<file path="config.mk">
export PLATFORM = sky130hd
export DESIGN_NAME = serial_byte_loader_flat
export DESIGN_NICKNAME = d
export VERILOG_FILES = /design/src/rtl/serial_byte_loader_if.sv /design/src/rtl/serial_byte_loader.sv /design/src/flat_wrapper.sv
export SDC_FILE = /design/constraint.sdc
export NUM_CORES = 1
export LEC_CHECK = 0
export BUFFER_PORTS_ARGS = -buffer_cell sky130_fd_sc_hd__buf_4
export CELL_PAD_IN_SITES_DETAIL_PLACEMENT = 0
export CELL_PAD_IN_SITES_GLOBAL_PLACEMENT = 1
export CORE_MARGIN = 10
export CORE_UTILIZATION = 29
export DETAILED_ROUTE_END_ITERATION = 16
export PLACE_DENSITY = 0.55
export SKIP_CTS_REPAIR_TIMING = 1
export SLEW_MARGIN = 15
export SYNTH_ARGS = -nofsm -noshare
export SYNTH_HDL_FRONTEND = slang
export SYNTH_SLANG_ARGS = --single-unit
</file>
<file path="constraint.sdc">
create_clock -name clk -period 3.2 [get_ports clk]
set_input_delay 0.16 -clock clk [delete_from_list [all_inputs] [get_ports clk]]
set_output_delay 0.16 -clock clk [all_outputs]
set_load 0.05 [all_outputs]
</file>
<file path="src/rtl/serial_byte_loader_if.sv">
// Bundles the serial input strobe and the parallel byte handshake of serial_byte_loader.
// The master side feeds bits and consumes bytes; the slave side is the loader itself.
interface serial_byte_loader_if;
  logic       sin;
  logic       sin_valid;
  logic       out_ready;
  logic [7:0] OUT;
  logic       out_valid;
  logic       overrun;
  logic       parity_err;

  modport master (
    output sin, sin_valid, out_ready,
    input  OUT, out_valid, overrun, parity_err
  );

  modport slave (
    input  sin, sin_valid, out_ready,
    output OUT, out_valid, overrun, parity_err
  );
endinterface

</file>
<file path="src/rtl/serial_byte_loader.sv">
// Serial-to-parallel byte assembler with a registered valid/ready byte output.
// Optional even-parity rejection stage is built when SERIAL_BYTE_LOADER_PARITY_EN is defined.
//
// state   | meaning
// --------+------------------------------------------------------------
// COLLECT | shifting data bits into sh, cnt counts accepted bits
// PARITY  | byte complete in sh, waiting for the even-parity bit
// HOLD    | OUT holds an unconsumed byte, out_valid high
module serial_byte_loader #(
  parameter bit MSB_FIRST = 1'b1
) (
  input logic                  clk,
  input logic                  clear,
  serial_byte_loader_if.slave  bus
);

  typedef enum logic [1:0] {
    COLLECT = 2'd0,
`ifdef SERIAL_BYTE_LOADER_PARITY_EN
    PARITY  = 2'd1,
`endif
    HOLD    = 2'd2
  } state_t;

  state_t     state_q, state_d;
  logic [2:0] cnt_q, cnt_d;
  logic [7:0] sh_q, sh_d;
  logic [7:0] out_q, out_d;
  logic       valid_q, valid_d;
  logic       overrun_q, overrun_d;
  logic [7:0] shifted;
`ifdef SERIAL_BYTE_LOADER_PARITY_EN
  logic       perr_q, perr_d;
`endif

  assign shifted = MSB_FIRST ? {sh_q[6:0], bus.sin} : {bus.sin, sh_q[7:1]};

  always_comb begin
    state_d   = state_q;
    cnt_d     = cnt_q;
    sh_d      = sh_q;
    out_d     = out_q;
    valid_d   = valid_q;
    overrun_d = overrun_q;
`ifdef SERIAL_BYTE_LOADER_PARITY_EN
    perr_d    = 1'b0;
`endif
    case (state_q)
      COLLECT: begin
        if (bus.sin_valid) begin
          sh_d  = shifted;
          cnt_d = cnt_q + 3'd1;
          if (cnt_q == 3'd7) begin
`ifdef SERIAL_BYTE_LOADER_PARITY_EN
            state_d = PARITY;
`else
            out_d   = shifted;
            valid_d = 1'b1;
            state_d = HOLD;
`endif
          end
        end
      end
`ifdef SERIAL_BYTE_LOADER_PARITY_EN
      PARITY: begin
        if (bus.sin_valid) begin
          cnt_d = 3'd0;
          if ((^sh_q ^ bus.sin) == 1'b0) begin
            out_d   = sh_q;
            valid_d = 1'b1;
            state_d = HOLD;
          end else begin
            perr_d  = 1'b1;
            state_d = COLLECT;
          end
        end
      end
`endif
      HOLD: begin
        if (bus.out_ready) begin
          valid_d = 1'b0;
          state_d = COLLECT;
          // a bit arriving with the handshake starts the next byte
          if (bus.sin_valid) begin
            sh_d  = shifted;
            cnt_d = 3'd1;
          end else begin
            cnt_d = 3'd0;
          end
        end else if (bus.sin_valid) begin
          overrun_d = 1'b1;
        end
      end
      default: begin
        state_d = COLLECT;
        cnt_d   = 3'd0;
      end
    endcase
  end

  always_ff @(posedge clk) begin
    if (clear) begin
      state_q   <= COLLECT;
      cnt_q     <= 3'd0;
      sh_q      <= 8'h00;
      out_q     <= 8'h00;
      valid_q   <= 1'b0;
      overrun_q <= 1'b0;
`ifdef SERIAL_BYTE_LOADER_PARITY_EN
      perr_q    <= 1'b0;
`endif
    end else begin
      state_q   <= state_d;
      cnt_q     <= cnt_d;
      sh_q      <= sh_d;
      out_q     <= out_d;
      valid_q   <= valid_d;
      overrun_q <= overrun_d;
`ifdef SERIAL_BYTE_LOADER_PARITY_EN
      perr_q    <= perr_d;
`endif
    end
  end

  assign bus.OUT       = out_q;
  assign bus.out_valid = valid_q;
  assign bus.overrun   = overrun_q;
`ifdef SERIAL_BYTE_LOADER_PARITY_EN
  assign bus.parity_err = perr_q;
`else
  assign bus.parity_err = 1'b0;
`endif

endmodule

</file>
<file path="src/flat_wrapper.sv">
// flat-port wrapper written by rule: the top's interface ports become plain ports
module serial_byte_loader_flat 
#(
  parameter bit MSB_FIRST = 1'b1
)
  (clk, clear, bus_sin, bus_sin_valid, bus_out_ready, bus_OUT, bus_out_valid, bus_overrun, bus_parity_err);
  serial_byte_loader_if bus_i ();
  input logic clk;
  input logic clear;
  input wire logic [$bits(bus_i.sin)-1:0] bus_sin;
  input wire logic [$bits(bus_i.sin_valid)-1:0] bus_sin_valid;
  input wire logic [$bits(bus_i.out_ready)-1:0] bus_out_ready;
  output wire logic [$bits(bus_i.OUT)-1:0] bus_OUT;
  output wire logic [$bits(bus_i.out_valid)-1:0] bus_out_valid;
  output wire logic [$bits(bus_i.overrun)-1:0] bus_overrun;
  output wire logic [$bits(bus_i.parity_err)-1:0] bus_parity_err;
  assign bus_i.sin = bus_sin;
  assign bus_i.sin_valid = bus_sin_valid;
  assign bus_i.out_ready = bus_out_ready;
  assign bus_OUT = bus_i.OUT;
  assign bus_out_valid = bus_i.out_valid;
  assign bus_overrun = bus_i.overrun;
  assign bus_parity_err = bus_i.parity_err;
  serial_byte_loader #(.MSB_FIRST(MSB_FIRST)) u_core (.clk(clk), .clear(clear), .bus(bus_i));
endmodule
</file>
Word level (Yosys, flattened, before mapping)
Cells that the tools add are included.

$add $sub $neg: 1. Multipliers: 0. Div/mod/pow operators: 0. Order comparisons: 0. Eq/ne operators: 5. Shift-type cells: 0. Muxes and demuxes: 15. Bitwise gates (word level): 1. Reduce and logical (&&, ||, !) cells: 8.

Operator list (count): two-way mux 8 bit (2); case mux 8 bit (2 select lines) (1); AND reduction 3 bit (3); two-way mux 2 bit (3); two-way mux 3 bit (2); case mux 3 bit (2 select lines) (1); two-way mux 1 bit (4); inequality test 2 bit (second input constant) (2); case mux 2 bit (2 select lines) (1); AND reduction 2 bit (2); AND reduction 4 bit (1); adder 3 x 1 -> 3 bit (second input constant) (1); equality test 3 bit (second input constant) (1); equality test 2 bit (second input constant) (1); zero test 2 bit (1); inequality test 2 x 1 -> 1 bit (second input constant) (1); case mux 1 bit (2 select lines) (1); nonzero test 2 bit (1); NOT 1 bit (1).

Bits in registers: 23. Latch bits: 0. Bits in writable memories: 0. ROM bits: 0. Output and inout port bits: 11. Memories: 0.

Depth between registers and ports, before layout
Word-level depth: 4. Mapped depth: 6. Mapped depth without buffers: 5.

Least setup slack after synthesis
Ideal clock, no wire load.

Path kind: reg-to-reg. From: register u_core.state_q[1]. To: register u_core.sh_q[1]. Data arrival time: 1.253 ns. Required time: 3.081 ns. Setup slack: 1.828 ns. Cell stages (with the launch flop): 6. Path buffers: 2. Period minus slack after synthesis: 1.372 ns. Cell sequence: dfxtp_1 buf_6 nand2b_4 and2_4 buf_6 mux2i_1.

Longest elaborated chain between the ends: 3. Elaborated cells between the ends (all ways): 6. Those cells by class: 2 x eq/ne; 1 x mux; 3 x reduce/logical.

RTL lines: start: declaration (line serial_byte_loader.sv:25) `state_t state_q, state_d;`; start signal: assignment (line serial_byte_loader.sv:113) `state_q <= state_d;`; equality test 2 bit or zero test 2 bit (tied branches) (line serial_byte_loader.sv:48) `case (state_q)`; inequality test 2 bit (no source line) or nonzero test 2 bit (tied branches); AND reduction 2 bit (no source line); end signal: assignment (line serial_byte_loader.sv:105) `sh_q <= 8'h00;`; end signal: assignment (line serial_byte_loader.sv:115) `sh_q <= sh_d;`; end: declaration (line serial_byte_loader.sv:27) `logic [7:0] sh_q, sh_d;`.

Several ways; a longest one is shown, not always the timed one. A chain may end at the register's enable or synchronous reset.

Worst setup path in the final report
From: register u_core.cnt_q[0]. To: register u_core.out_q[4] (netlist: u_core.bus.OUT[4]).

Longest elaborated chain between the ends: 2.

RTL lines: start: declaration (line serial_byte_loader.sv:26) `logic [2:0] cnt_q, cnt_d;`; start signal: assignment (line serial_byte_loader.sv:114) `cnt_q <= cnt_d;`; equality test 3 bit (line serial_byte_loader.sv:53) `if (cnt_q == 3'd7) begin`; AND reduction 3 bit (no source line); end signal: assignment (line serial_byte_loader.sv:116) `out_q <= out_d;`; end: declaration (line serial_byte_loader.sv:28) `logic [7:0] out_q, out_d;`.

Every way passes these cells.

==> flow_metrics.tcl <==
set metrics [dict create \
    outcome "finished clean" \
    async_reset_ff_share_pct 0 \
    cp.depth 5 \
    cts_buffers 3 \
    grt_overflow_total 0 \
    start_util_pct 30.40 \
    grt_usage_pct 6.502 \
    power_frac_clock_pct 33.6 \
    switchingPower_mw 0.09212 \
    drc 0 \
    grt_max_degree 22 \
    synth_top_area_share_pct 47.76 \
    clock-root-buffer "clkbuf_4" \
    fmax_mhz 719.3 \
    vias_per_cell 4.458 \
    ys_seq_area_share_pct 47.76 \
    p_seq_share_pct 59.7 \
    ios 16 \
    synth_area_leaders "dfxtp_1, mux2i_1, nand2_1, a21oi_1, nand2b_1" \
    die_area_um2 5441 \
    fin_tns_setup_ps 0 \
    max_stage_delay_ps 350 \
    avgSynthCellArea_um2 9.419 \
    hold_class "in2reg" \
    vias 584 \
    period_share_pct 43.44 \
    cp-end-kind "flip-flop" \
    arrival_ps 1630 \
    start_kind "flip-flop" \
    portBuffers 14 \
    synth_area_leader_cell "dfxtp_1" \
    ant_nets 0 \
    finalNetCount 108 \
    path_common_cell "ha_1" \
    ys.warnings.count 0 \
    antennaDiodeCount 0 \
    crit_path_top_delay_cell "dfxtp_1" \
    crit_start "u_core.cnt_q[0]" \
    h-tree-depth 1 \
    post_drt_wl_per_cell_um 12.86 \
    grt_antenna_before_repair 0 \
    holdWs_ps 107.9 \
    r2r-end "u_core.bus.OUT[4]" \
    rsz0062_at_grt "false" \
    critical-path-top-delay-family "simple AND/OR/NAND/NOR gates" \
    wirelength_mm 1.685 \
    ys_types 25 \
    grt_pass1_wl_mm 2.766 \
    finalHoldViolations 0 \
    worstPathRequired_ps 3440 \
    syn_nets 96 \
    cts_num_sinks 20 \
    num_rows 19 \
    peakVddDrop_mv 0.2947 \
    critical_path_class "reg2reg" \
    die_x_um 73.77 \
    synthSimpleGateAreaFrac_pct 21.34 \
    synth_common_cells "dfxtp_1, nand2_1, a21oi_1" \
    nFillCells 282 \
    coreArea_um2 2758 \
    intPower_mw 0.3348 \
    synthCells 89 \
    synth-xor-area-share_pct 0 \
    syn_area_um2 838.3 \
    ys_ff_latch 20 \
    rr_worst_depth 5 \
    finalSetupViolations 0 \
    grt_pass1_vias 566 \
    grt_use_met3_pct 3.365 \
    drtPass1Iterations 3 \
    grt_use_met2_pct 9.280 \
    synth.most_common_cell "dfxtp_1" \
    clkTransAtPathRegs_ps 110 \
    multi_input_area_um2 382.9 \
    top_usage_layer "met2" \
    p_leak_nw 0.3972 \
    fin_worst_skew_ps 1.121 \
    areaGrowthSynthToFinish_pct 15.37 \
    synth_top_family_by_area "simple AND/OR/NAND/NOR gates" \
    drt_iter0_drc 36 \
    synthAdderAreaFrac_pct 2.985 \
    reg2reg_from "u_core.cnt_q[0]" \
    cp_num_buf_inv 0 \
    r2r_slack_ps 1810 \
    place_hpwl_mm 1.193 \
    synth_edf_count 0 \
    layout-drive-gt1-share_pct 20.00 \
    maxCapViolations 0 \
    totalPowerFinal_mw 0.4270 \
    slew_violations 0 \
    swShare_pct 21.58 \
    muxShareOfSynthArea_pct 9.552 \
    p_comb_share_pct 6.6 \
    setup.worst_path.end "u_core.bus.OUT[4]" \
    die_y_um 73.77 \
    synth_compound_area_share_pct 11.34 \
    cts_buffer_depth 2 \
    seq_area_um2 400.4 \
    clkLatencyLatePin_ps 290 \
    synth_top_flop_cell "dfxtp_1" \
    layout_min_cycle_time_ps 1390 \
    crit_fanout 9 \
    met1_usage_pct 8.263 \
    cts_tree "built" \
    worstPathCellList "ha_1, ha_1, nand3b_1, nand2_1, a21oi_1" \
    cellPowerDensity_nw_per_um2 441.4 \
    gp_congestion 0.7064 \
]
worst min-delay path by stage:
stage,slack [ps],cells past startpoint,end,from
2_1_floorplan,300,2,u_core.bus.OUT[0],bus_sin
3_3_place_gp,440,3,u_core.bus.OUT[0],bus_sin
3_5_place_dp,430,3,u_core.bus.OUT[0],bus_sin
4_1_cts,100,3,u_core.bus.OUT[0],bus_sin
5_1_grt,120,3,u_core.bus.OUT[0],bus_sin
6_report,110,3,u_core.bus.OUT[0],bus_sin
per-stage QoR:
stage | util [%] | setup slack (ps) | std cells | area, um^2
after global placement | 33.76 | 1827 | 127 | 930.9
after detailed placement | 33.76 | 1803 | 127 | 930.9
after global routing | 35.07 | 1641 | 131 | 967.2
after floorplan | - | 1828 | 89 | 838.3
after CTS | 35.07 | 1779 | 131 | 967.2
final | 35.07 | 1810 | 131 | 967.2
cells by family (layout without fill, tap and decap cells):
kind of cell               Yosys count  count (layout)
AOI/OAI and AO/OA                   16              16
buffers and inverters                8              19
muxes                                8               8
and+or+nand+nor                     34              34
adders and majority gates            2               2
other                                1               1
DFF                                 20              20
per-layer routing:
metal / vias up / routed length (um)
met2: 11 / 695
li1: 315 / -
met5: - / 0
met3: 2 / 113
met1: 256 / 860
met4: 0 / 14
cells in the final DEF (no fill, tap or decap), types with 2 or more instances in the layout:
cell type	Yosys	final
nand2b_1	7	7
nor2b_1	2	2
nor2_1	2	2
nand2_1	18	18
dfxtp_1	20	20
a211oi_1	2	2
a21oi_1	9	9
buf_4	2	14
mux2i_1	8	8
ha_1	2	2
clkbuf_4	0	3
layout make-up:
| type | count | share of cell area, % |
|---|---|---|
| Clock buffer | 4 | 3.752 |
| Inverter | 1 | 0.3881 |
| Multi-Input combinational cell | 61 | 39.59 |
| Sequential cell | 20 | 41.40 |
| Tap cell | 31 | 4.010 |
| Timing Repair Buffer | 14 | 10.87 |
sequential cells by signal (all words and copies together) (netlist names):
name                count
u_core.bus.OUT          8
u_core.sh_q             7
u_core.cnt_q            3
u_core.bus.overrun      1
u_core.state_q          1
worst min-delay path: stages:
cell and delay, ps:
buf_4 110, nand2_1 50, a21oi_1 50
power by group through the flow:
stage                     logic, mW  clock network (mW)  registers, mW
after floorplan              0.0236                   0          0.260
after global placement       0.0289                   0          0.261
after detailed placement     0.0288                   0          0.261
after CTS                    0.0289               0.153          0.255
after global routing         0.0317               0.163          0.256
final                        0.0284               0.144          0.255
(Power assumes the default switching activity.)
